`src/rtl/seq_trigger_mc.sv`:
```
// Multi-channel load_mem -> done sequence detector with a [WIN_MIN:WIN_MAX] acceptance
// window, stretched ready pulse, expiry timeout and a shared saturating match counter.
module seq_trigger_mc #(
  parameter int NUM_CH    = 4,
  parameter int WIN_MIN   = 0,
  parameter int WIN_MAX   = 5,
  parameter int PULSE_LEN = 1,
  parameter int CNT_W     = 16
) (
  input  logic              clk,
  input  logic              rst,
  input  logic              en,
  input  logic [NUM_CH-1:0] load_mem,
  input  logic [NUM_CH-1:0] done,
  output logic [NUM_CH-1:0] ready,
  output logic [NUM_CH-1:0] timeout,
  output logic [NUM_CH-1:0] armed,
  output logic [CNT_W-1:0]  match_count
);

  localparam int KW = 9;
  localparam int PW = (PULSE_LEN > 1) ? $clog2(PULSE_LEN) : 1;
  localparam int SW = CNT_W + $clog2(NUM_CH + 1) + 1;
  localparam logic [PW-1:0]    P_RELOAD = PW'(PULSE_LEN - 1);
  localparam logic [CNT_W-1:0] CNT_MAX  = '1;

  if (NUM_CH < 1 || PULSE_LEN < 1 || WIN_MIN < 0 || WIN_MIN > WIN_MAX || WIN_MAX > 255)
  begin : g_param_err
    $error("seq_trigger_mc: illegal parameter combination");
  end

  logic [NUM_CH-1:0] load_q, load_d;
  logic [NUM_CH-1:0] arm_q, arm_d;
  logic [NUM_CH-1:0] ready_q, ready_d;
  logic [NUM_CH-1:0] timeout_q, timeout_d;
  logic [KW-1:0]     k_q [NUM_CH];
  logic [KW-1:0]     k_d [NUM_CH];
  logic [PW-1:0]     p_q [NUM_CH];
  logic [PW-1:0]     p_d [NUM_CH];
  logic [CNT_W-1:0]  count_q, count_d;

  logic [NUM_CH-1:0] rise, active, match, expire;
  int                k_eff [NUM_CH];
  logic [SW-1:0]     sum;

  always_comb begin
    load_d = load_mem;
    sum    = SW'(count_q);
    for (int i = 0; i < NUM_CH; i++) begin
      rise[i]   = load_mem[i] & ~load_q[i];
      active[i] = en & (arm_q[i] | rise[i]);
      // A rise restarts the window, so the rise clock itself is k = 0.
      k_eff[i]  = rise[i] ? 0 : int'(k_q[i]);
      match[i]  = active[i] & done[i] & (k_eff[i] >= WIN_MIN) & (k_eff[i] <= WIN_MAX);
      expire[i] = active[i] & ~match[i] & (k_eff[i] >= WIN_MAX);

      arm_d[i]     = active[i] & ~match[i] & ~expire[i];
      k_d[i]       = active[i] ? KW'(k_eff[i] + 1) : k_q[i];
      timeout_d[i] = expire[i];

      // A new match reloads the pulse so back-to-back pulses merge without a gap.
      if (match[i]) begin
        ready_d[i] = 1'b1;
        p_d[i]     = P_RELOAD;
      end else if (ready_q[i] && p_q[i] != '0) begin
        ready_d[i] = 1'b1;
        p_d[i]     = p_q[i] - PW'(1);
      end else begin
        ready_d[i] = 1'b0;
        p_d[i]     = '0;
      end

      sum = sum + SW'(match[i]);
    end
    count_d = (sum > SW'(CNT_MAX)) ? CNT_MAX : sum[CNT_W-1:0];
  end

  always_ff @(posedge clk) begin
    if (rst) begin
      load_q    <= '0;
      arm_q     <= '0;
      ready_q   <= '0;
      timeout_q <= '0;
      count_q   <= '0;
      for (int i = 0; i < NUM_CH; i++) begin
        k_q[i] <= '0;
        p_q[i] <= '0;
      end
    end else begin
      load_q    <= load_d;
      arm_q     <= arm_d;
      ready_q   <= ready_d;
      timeout_q <= timeout_d;
      count_q   <= count_d;
      for (int i = 0; i < NUM_CH; i++) begin
        k_q[i] <= k_d[i];
        p_q[i] <= p_d[i];
      end
    end
  end

  assign ready       = ready_q;
  assign timeout     = timeout_q;
  assign armed       = arm_q;
  assign match_count = count_q;

endmodule

```
`config.mk`:
```
export PLATFORM = sky130hd
export DESIGN_NAME = seq_trigger_mc
export DESIGN_NICKNAME = d
export VERILOG_FILES = /design/src/rtl/seq_trigger_mc.sv
export SDC_FILE = /design/constraint.sdc
export NUM_CORES = 1
export LEC_CHECK = 0
export ABC_AREA = 1
export CAP_MARGIN = 5
export CORE_MARGIN = 3
export CORE_UTILIZATION = 49
export DETAILED_ROUTE_END_ITERATION = 16
export GPL_TIMING_DRIVEN = 0
export PLACE_DENSITY_LB_ADDON = 0.1
export SYNTH_ARGS = -nofsm -noshare
export SYNTH_HDL_FRONTEND = slang
export SYNTH_SLANG_ARGS = --single-unit
```
`constraint.sdc`:
```
create_clock -name clk -period 5.5 [get_ports clk]
set_input_delay 1.375 -clock clk [delete_from_list [all_inputs] [get_ports clk]]
set_output_delay 1.375 -clock clk [all_outputs]
set_load 0.1 [all_outputs]
```
==> flow_summary_export.csv, run 1 <==
group,metric,value,unit
synthesis,syn_area,0.00393,sq mm
clock_network,cts_buffers,9,
detailed_routing,drt_wl_total,8490,um
critical_path,startpoint_type,"input pin",
synthesis,yosysWarnings,0,
sta,clock_skew,0.00854,ns
detailed_routing,wl_per_cell,11.8,um
cells_and_area,nets,636,
clock_network,cts_resized,0,
clock_network,clk_latency,0.34,ns
clock_network,cts_setup_buffers,0,
detailed_routing,vias,3606,
job,cap_violations,0,
sta,setup_tns,0,ns
critical_path,critical_path_class,"in -> reg",
synthesis,yosysTopAreaCell,"dfxtp_1",
clock_network,htree_num_levels,3,
synthesis,synth_top_area_share,0.367,
clock_network,clkTransAtPathRegs,0.08,ns
sta,max_freq,0.216,GHz
power,p_leak,1.94,nW
sta,relSlewSlack,0.351,
sta,finalHoldViolCount,0,
critical_path,rr_startpoint,"load_q[0]$_SDFF_PP0_",
cells_and_area,area_growth,18.9,%
critical_path,setup.worst_path.start,"load_mem[0]",
outcome,status,"finished clean",
clock_network,clock-sinks,72,
synthesis,synth.distinct_cells,37,
critical_path,worstPathRequired,5.78,ns
sta,worst_pin_slew,0.970,ns
synthesis,netlist_instances,564,
clock_network,ctsHoldBuffers,0,
placement,globalplace.congestion,0.856,
power,power_density,252,mW/mm^2
die,start_util,0.506,
die,rows,32,
detailed_routing,ant_nets,0,
power,vdd_ir_drop_max,0.000154,V
sta,grt_setup_unrepaired,"false",
grt,grt_max_degree,13,
die,die_x,95.6,um
placement,dp_hpwl,6230,um
sta,setup_viol,0,
cells_and_area,drive_gt1_frac,0.108,
die,fp.dieH,95.6,um
cells_and_area,fillers,741,
sta,fin_crit_sh,0.840,
cells_and_area,diodes,0,
synthesis,synthTopCellsByArea,"dfxtp_1 37%, nand2_1 11%, nor2_1 8.3%",
grt,grt.total_usage,0.203,
detailed_routing,routed_via_density,4.99,
clock_network,cts.path.max_buffers,2,
die,ios,39,
grt,grt_pass1_vias,3186,
die,core_area,0.00777,sq mm
critical_path,crit_fanout,10,
grt,grt_pass1_wl,14800,um
hold_path,hp-class,"reg -> reg",
detailed_routing,drt-initial-drc-count,160,
sta,drv_slew,0,
grt,antenna_found_initial,0,
grt,grt-ovfl-total,0,
synthesis,syn_area_per_cell,6.97,sq um
detailed_routing,drc,0,
synthesis,synth_seq_cells,72,
placement,io_buffers,37,
clock_network,cts_tree,"done",
sta,fin_crit,4.62,ns
detailed_routing,dr.pass1.iters,4,
placement,place_ws,0.598,ns
clock_network,root_buffer,"clkbuf_8",
hold_path,hp-start,"p_q[3]$_SDFF_PP0_",
sta,fin_ws,0.879,ns
critical_path,critPathArrivalTime,4.90,ns
critical_path,end_kind,"flop",
die,die_area,0.00913,sq mm
synthesis,ys_seq_area_frac,0.367,
==> kinds of logic (layout without fill, tap and decap cells) <==
kind of cell,after synthesis,after routing,synth area share
buffers and inverters,92,145,0.0964
flip-flops,72,72,0.367
adder cells (fa/ha/maj),10,10,0.0376
other,1,4,0.000954
XOR/XNOR,9,9,0.0200
AO/OA/AOI/OAI,75,75,0.110
AND/OR/NAND/NOR,305,305,0.369
==> per-stage QoR <==
| stage | instance area [sq um] | hold slack, ns | std cells | total power [W] | utilization |
|---|---|---|---|---|---|
| 2_1_floorplan | 3940 | 0.422 | 567 | 0.000656 | - |
| 3_3_place_gp | 4440 | 0.431 | 706 | 0.000691 | 0.572 |
| 3_5_place_dp | 4440 | 0.432 | 706 | 0.000694 | 0.572 |
| 4_1_cts | 4680 | 0.445 | 722 | 0.00120 | 0.602 |
| 5_1_grt | 4680 | 0.457 | 722 | 0.00123 | 0.602 |
| 6_report | 4680 | 0.442 | 722 | 0.00118 | 0.602 |
==> worst max-delay path, cell delays in order <==
cell             delay, ns
clkdlybuf4s50_1       0.50
inv_2                 0.06
nor2_4                0.13
nand2_2               0.16
nand2_4               0.16
inv_2                 0.10
nor2_2                0.08
nand2_1               0.09
fa_1                  0.53
inv_1                 0.07
fa_1                  0.48
fa_1                  0.44
nand3_2               0.11
inv_1                 0.07
nand3_1               0.16
nand3b_1              0.17
o21ai_0               0.09
nor2_1                0.11
==> report_power, final <==
group	switching, W	internal, W	total, W	leakage (nW)
Clock	0.000194	0.000300	0.000494	0.116
Sequential	0.0000101	0.000534	0.000544	0.585
Combinational	0.000100	0.0000405	0.000141	1.24
Total	0.000304	0.000874	0.00118	1.94
==> cell usage in the layout, fill, tap and decap left out, types with 5 or more instances in the layout <==
master,count
nor3_2,5
nor2_1,87
o21ai_0,22
clkbuf_8,9
inv_1,72
nor3_1,11
dfxtp_1,72
clkbuf_1,6
clkdlybuf4s50_1,37
nor2_2,6
ha_1,7
nand4_1,14
nand3_1,33
inv_2,8
nand2_1,119
a21oi_1,38
nand2_4,7
nor2_4,7
xnor2_1,5
nand2_2,6
==> path summary, 6_finish.rpt <==
| kind | to | slack (ns) | depth (start not counted) |
|---|---|---|---|
| worst min register to register | ready[3]$_SDFF_PP0_ | 0.44 | 2 |
| worst max-delay path | match_count[14]$_SDFF_PP0_ | 0.88 | 18 |
| worst max register to register | match_count[14]$_SDFF_PP0_ | 2.06 | 18 |
| worst min-delay path | ready[3]$_SDFF_PP0_ | 0.44 | 2 |
==> synth_stat cells <==
library cell and number:
o21bai_1 1, clkinv_1 1, nand3b_1 1, nor2_1 87, ha_1 7, nand2_4 7, o21ai_0 22, o211ai_1 2
or2_0 4, a21oi_1 38, clkbuf_1 5, inv_1 72, nand4_1 14, nand3_1 33, a211oi_1 2, nand3_2 4
nand2_2 6, a21oi_2 1, xor2_1 4, buf_1 1, fa_1 3, conb_1 1, inv_2 8, nor3_2 5
dfxtp_1 72, o21ai_1 2, nor2_2 6, o211a_1 2, xnor2_1 5, nand4_2 1, buf_6 4, nand2_1 119
nor3_1 11, o21ai_4 2, buf_4 1, nor2_4 7, a22oi_1 3
==> metal layers <==
metal / vias to the layer above / GRT usage / part of all wire
li1: 1891 / - / -
met1: 1632 / 0.281 / 0.49
met2: 71 / 0.324 / 0.46
met3: 12 / 0.0284 / 0.040
met4: 0 / 0.0652 / 0.016
met5: - / 0 / 0
==> registers in the layout, summed over array words and instances, names as in the netlist <==
signal and flops:
p_q 4, k_q 36, load_q 4, timeout 4, match_count 16, ready 4, armed 4
==> cell type report <==
type | count | area, sq um | area share
buffer | 11 | 75.1 | 0.0161
clock buffer | 10 | 128 | 0.0273
timing repair buffer | 37 | 370 | 0.0792
multi-input combinational | 403 | 2120 | 0.454
inverter | 81 | 304 | 0.0650
tap | 102 | 128 | 0.0273
sequential | 72 | 1440 | 0.308
clock inverter | 6 | 108 | 0.0230
Note: power is estimated with default switching activity, not from simulation.
==> run 2: changes to the inputs <==
- clock period: 5.5 -> 4.5 ns (I/O delays scaled with it)
==> flow_summary_export.csv, run 2 (same netlist as run 1, synthesis figures left out) <==
group,metric,value,unit
cells_and_area,drive_gt1_frac,0.117,
placement,place_ws,-0.152,ns
sta,max_freq,0.234,GHz
detailed_routing,highest_layer,"met4",
power,power_density,307,mW/mm^2
die,ios,39,
power,p_clk_frac,0.419,
detailed_routing,route.met2.wl,3980,um
sta,finalHoldViolCount,0,
power,vdd_ir_drop_max,0.000186,V
placement,dp_hpwl,6230,um
job,cap_violations,0,
cells_and_area,largest_reg_flops,36,
critical_path,critPathArrivalTime,4.56,ns
grt,antenna_found_initial,0,
critical_path,end_kind,"flop",
critical_path,worstPathRequired,4.77,ns
critical_path,crit_fanout,4,
detailed_routing,dr.pass1.iters,4,
sta,fin_ws,0.218,ns
cells_and_area,nets,640,
clock_network,cts.path.max_buffers,2,
clock_network,cts_buffers,9,
sta,drv_slew,0,
power,p_leak,1.96,nW
grt,grt.total_usage,0.203,
cells_and_area,diodes,0,
sta,whs,0.442,ns
placement,io_buffers,37,
cells_and_area,largest-register,"k_q",
power,intPower,0.00107,W
detailed_routing,drc,0,
clock_network,cts_tree,"done",
detailed_routing,wl_per_cell,11.8,um
detailed_routing,ant_nets,0,
cells_and_area,final_common_cell,"nand2_1",
detailed_routing,wl_met1,4110,um
sta,clock_skew,0.00872,ns
sta,setup_tns,0,ns
grt,grt_max_degree,13,
hold_path,hp-class,"reg -> reg",
grt,grt_pass1_vias,3186,
clock_network,htree_num_levels,3,
detailed_routing,vias,3629,
detailed_routing,routed_via_density,5.00,
detailed_routing,drt-initial-drc-count,156,
detailed_routing,drt_wl_total,8550,um
sta,fin_crit,4.28,ns
sta,setup_viol,0,
critical_path,critical_path_class,"in -> reg",
die,start_util,0.506,
clock_network,clkTransAtPathRegs,0.08,ns
detailed_routing,met3_length,352,um
die,fp.dieH,95.6,um
power,power_frac_seq,0.460,
power,p_sw_frac,0.258,
clock_network,clock-sinks,72,
clock_network,clk_latency,0.34,ns
die,rows,32,
outcome,status,"finished clean",
die,core_area,0.00777,sq mm
critical_path,startpoint_type,"input pin",
cells_and_area,final_cell_mix,"119 x nand2_1, 86 x nor2_1, 72 x inv_1, 72 x dfxtp_1, 38 x a21oi_1",
grt,grt_pass1_wl,14800,um
sta,fin_crit_sh,0.951,
power,pwr-share-comb,0.121,
grt,grt-ovfl-total,0,
die,die_x,95.6,um
clock_network,root_buffer,"clkbuf_8",
clock_network,ctsHoldBuffers,0,
sta,grt_setup_unrepaired,"false",
power,p_sw,0.000373,W
placement,globalplace.congestion,0.856,
die,die_area,0.00913,sq mm
sta,relSlewSlack,0.351,
cells_and_area,area_growth,19.8,%
sta,worst_pin_slew,0.970,ns
[run 2: cell types whose count changed in the layout (fill, tap and decap cells not counted), sizes merged]
cell	before	now
buf	6	10
[run 2: power by group through the flow]
| stage | Sequential, W | Clock (W) | Combinational [W] |
|---|---|---|---|
| 3_3_place_gp | 0.000678 | 0 | 0.000167 |
| 6_report | 0.000664 | 0.000605 | 0.000175 |
| 5_1_grt | 0.000666 | 0.000654 | 0.000191 |
| 3_5_place_dp | 0.000679 | 0 | 0.000169 |
| 4_1_cts | 0.000664 | 0.000627 | 0.000172 |
| 2_1_floorplan | 0.000720 | 0 | 0.0000824 |
[run 2: area by class of cell]
type                       count  area, sq um
fill                         737         3060
multi-input combinational    403         2130
sequential                    72         1440
timing repair buffer          41          400
inverter                      81          304
clock buffer                  10          128
tap                          102          128
clock inverter                 6          108
buffer                        11         75.1
[run 2: per-layer routing]
layer  global-route usage  up-vias
met1                0.281     1651
met3               0.0284        9
li1                     -     1897
met4               0.0652        0
met2                0.324       72
met5                    0        -
[run 2: final timing paths]
check                                     startpoint                    endpoint  slack (ns)  depth (start not counted)
worst max-delay path                     load_mem[2]  match_count[14]$_SDFF_PP0_        0.22                         19
worst min-delay path               p_q[3]$_SDFF_PP0_         ready[3]$_SDFF_PP0_        0.44                          2
worst max register to register  load_q[0]$_SDFF_PP0_  match_count[14]$_SDFF_PP0_        1.15                         18
worst min register to register     p_q[3]$_SDFF_PP0_         ready[3]$_SDFF_PP0_        0.44                          2
[run 2: critical path: stages]
cell	delay, ns
clkdlybuf4s50_1	0.54
inv_2	0.07
nor2_4	0.17
nor2_4	0.05
inv_1	0.05
ha_1	0.13
inv_1	0.04
nand2_1	0.09
nand3_2	0.13
fa_1	0.52
inv_1	0.07
fa_1	0.48
fa_2	0.38
nand3_2	0.10
inv_1	0.07
nand3_1	0.16
nand3b_1	0.16
o21ai_0	0.09
nor2_1	0.11
[run 2: metrics by stage]
step,std cells,instance area (sq um),utilization,power (W)
floorplan,567,3940,-,0.000802
global placement,706,4440,0.572,0.000845
detailed placement,706,4440,0.572,0.000849
CTS,722,4680,0.602,0.00146
global route,726,4710,0.606,0.00151
finish,726,4710,0.606,0.00144
[run 2: timing repair]
item	in CTS	in global routing
setup buffers	0	4
setup endpoints to repair	0	10
gates resized for setup	0	2
==> run 3: changes to the inputs <==
- CORE_UTILIZATION: 49 -> 55
- SETUP_SLACK_MARGIN: default -> 0.4
- SKIP_LAST_GASP: default -> 1
==> flow_summary_export.csv, run 3 (same netlist as run 1, synthesis figures left out) <==
group,metric,value,unit
cells_and_area,largest-register,"k_q",
cells_and_area,fin_cells,717,
clock_network,root_buffer,"clkbuf_8",
sta,fin_ws,0.685,ns
sta,drv_slew,0,
grt,antenna_found_initial,0,
critical_path,crit_fanout,10,
die,rows,30,
cells_and_area,area_growth,19.4,%
critical_path,crit_buf_inv,6,
die,die_area,0.00820,sq mm
sta,max_freq,0.262,GHz
clock_network,ctsHoldBuffers,0,
cells_and_area,drive_gt1_frac,0.119,
sta,worst_pin_slew,0.982,ns
sta,setup_viol,0,
hold_path,hp-start,"p_q[1]$_SDFF_PP0_",
critical_path,r2r_setup_slack,1.35,ns
sta,relSlewSlack,0.343,
clock_network,cts.path.max_buffers,2,
detailed_routing,drt_wl_total,8460,um
clock_network,cts_buffers,9,
power,p_leak,1.95,nW
critical_path,cp_common_cell,"inv_1",
critical_path,setup.worst_path.start,"load_mem[2]",
sta,fin_crit,3.81,ns
cells_and_area,largest_reg_flops,36,
hold_path,min_to,"ready[1]$_SDFF_PP0_",
detailed_routing,drt-initial-drc-count,177,
die,die_x,90.5,um
placement,dp_hpwl,6190,um
power,vdd_ir_drop_max,0.000170,V
critical_path,critical_path_class,"in -> reg",
detailed_routing,vias,3642,
power,power_density,300,mW/mm^2
detailed_routing,ant_nets,0,
placement,dpl.cell_count,700,
grt,grt_pass1_vias,3377,
critical_path,max_stage_delay,0.52,ns
detailed_routing,routed_via_density,5.08,
clock_network,clk_latency,0.35,ns
cells_and_area,post-route-util,0.684,
sta,fin_crit_sh,0.848,
clock_network,clock-sinks,72,
placement,io_buffers,37,
cells_and_area,nets,637,
critical_path,crit_chain,"clkdlybuf4s15_1 > inv_2 > nor2_4 > nor2_4 > inv_1 > ha_1 > inv_1 > nand2_1 > nand3_2 > fa_1 > inv_1 > fa_2 > fa_2 > nand3_2 > nor2_1 > nand2_2 > buf_6 > a21oi_1",
sta,grt_setup_unrepaired,"false",
clock_network,clkTransAtPathRegs,0.07,ns
detailed_routing,dr.pass1.iters,5,
critical_path,worstPathRequired,4.70,ns
cells_and_area,diodes,0,
critical_path,end_kind,"flop",
critical_path,cpMaxStageDelayCell,"fa_1",
placement,globalplace.congestion,0.888,
die,ios,39,
clock_network,htree_num_levels,3,
sta,finalHoldViolCount,0,
outcome,status,"finished clean",
die,start_util,0.572,
detailed_routing,drc,0,
grt,grt.total_usage,0.214,
critical_path,startpoint_type,"input pin",
critical_path,reg2regPathDepth,17,
critical_path,critPathArrivalTime,4.02,ns
job,cap_violations,0,
cells_and_area,final_common_cell,"nand2_1",
critical_path,rr_startpoint,"load_q[0]$_SDFF_PP0_",
grt,grt_max_degree,13,
hold_path,hp-class,"reg -> reg",
critical_path,r2r-end,"match_count[9]$_SDFF_PP0_",
cells_and_area,final_cell_mix,"118 x nand2_1, 85 x nor2_1, 72 x inv_1, 72 x dfxtp_1, 38 x a21oi_1",
sta,clock_skew,0.0117,ns
grt,grt-ovfl-total,0,
clock_network,cts_tree,"done",
grt,grt_pass1_wl,14500,um
die,core_area,0.00687,sq mm
die,fp.dieH,90.5,um
placement,place_ws,-0.198,ns
detailed_routing,wl_per_cell,11.8,um
critical_path,path_delay_family,"adder cells",
hold_path,hold_path_depth,2,
## run 3: worst reg2reg max path: stages, from the launching register on
cell,delay [ns]
dfxtp_1,0.34
inv_1,0.07
nand2_2,0.10
nand2_1,0.12
inv_1,0.08
nor2_1,0.10
nand2_1,0.08
nor2_2,0.14
nand2_2,0.08
fa_1,0.52
inv_1,0.06
fa_2,0.41
fa_2,0.37
nand3_2,0.10
nor2_1,0.08
nand2_2,0.13
buf_6,0.16
a21oi_1,0.07
## run 3: cell type report
class / instances / area (sq um)
fillers: 605 / 2170
multi-input cells: 403 / 2150
flip-flops and latches: 72 / 1440
repair buffers: 38 / 380
inverters: 81 / 304
clock buffers: 11 / 141
well taps: 96 / 120
clock inverters: 5 / 80.1
plain buffers: 11 / 75.1
## run 3: timing repair
item / 4_1_cts / 5_1_grt
buffers inserted: 1 / 0
setup endpoints to repair: 16 / 16
pin swaps: 4 / 2
gates resized for setup: 7 / 4
## run 3: layer usage
layer  vias to the layer above  GRT usage  part of all wire
met4                         0      0.101             0.020
li1                       1897          -                 -
met2                        77      0.358              0.47
met1                      1653      0.267              0.47
met3                        15     0.0392             0.041
met5                         -          0                 0
## run 3: worst max-delay path by stage
stage,endpoint,cells after the start,slack (ns)
final,match_count[9]$_SDFF_PP0_,18,0.69
after global routing,match_count[14]$_SDFF_PP0_,19,0.43
after CTS,match_count[9]$_SDFF_PP0_,17,0.38
after detailed placement,match_count[14]$_SDFF_PP0_,18,-0.20
after global placement,match_count[14]$_SDFF_PP0_,18,-0.17
after floorplan,match_count[10]$_SDFF_PP0_,16,0.66
## run 3: stage by stage
step / hold slack (ns) / TNS [ns] / total power (W) / instance area (sq um)
floorplan: 0.422 / 0 / 0.000802 / 3940
global route: 0.469 / 0 / 0.00147 / 4700
detailed placement: 0.440 / -1.97 / 0.000847 / 4430
finish: 0.451 / 0 / 0.00141 / 4700
CTS: 0.452 / 0 / 0.00142 / 4690
global placement: 0.430 / -1.46 / 0.000843 / 4430
## run 3: power by group
| group | switching [W] | total (W) | internal (W) | leakage [nW] |
|---|---|---|---|---|
| registers | 0.0000121 | 0.000664 | 0.000652 | 0.585 |
| clock network | 0.000248 | 0.000575 | 0.000327 | 0.106 |
| logic | 0.000121 | 0.000171 | 0.0000502 | 1.26 |
| total | 0.000381 | 0.00141 | 0.00103 | 1.95 |
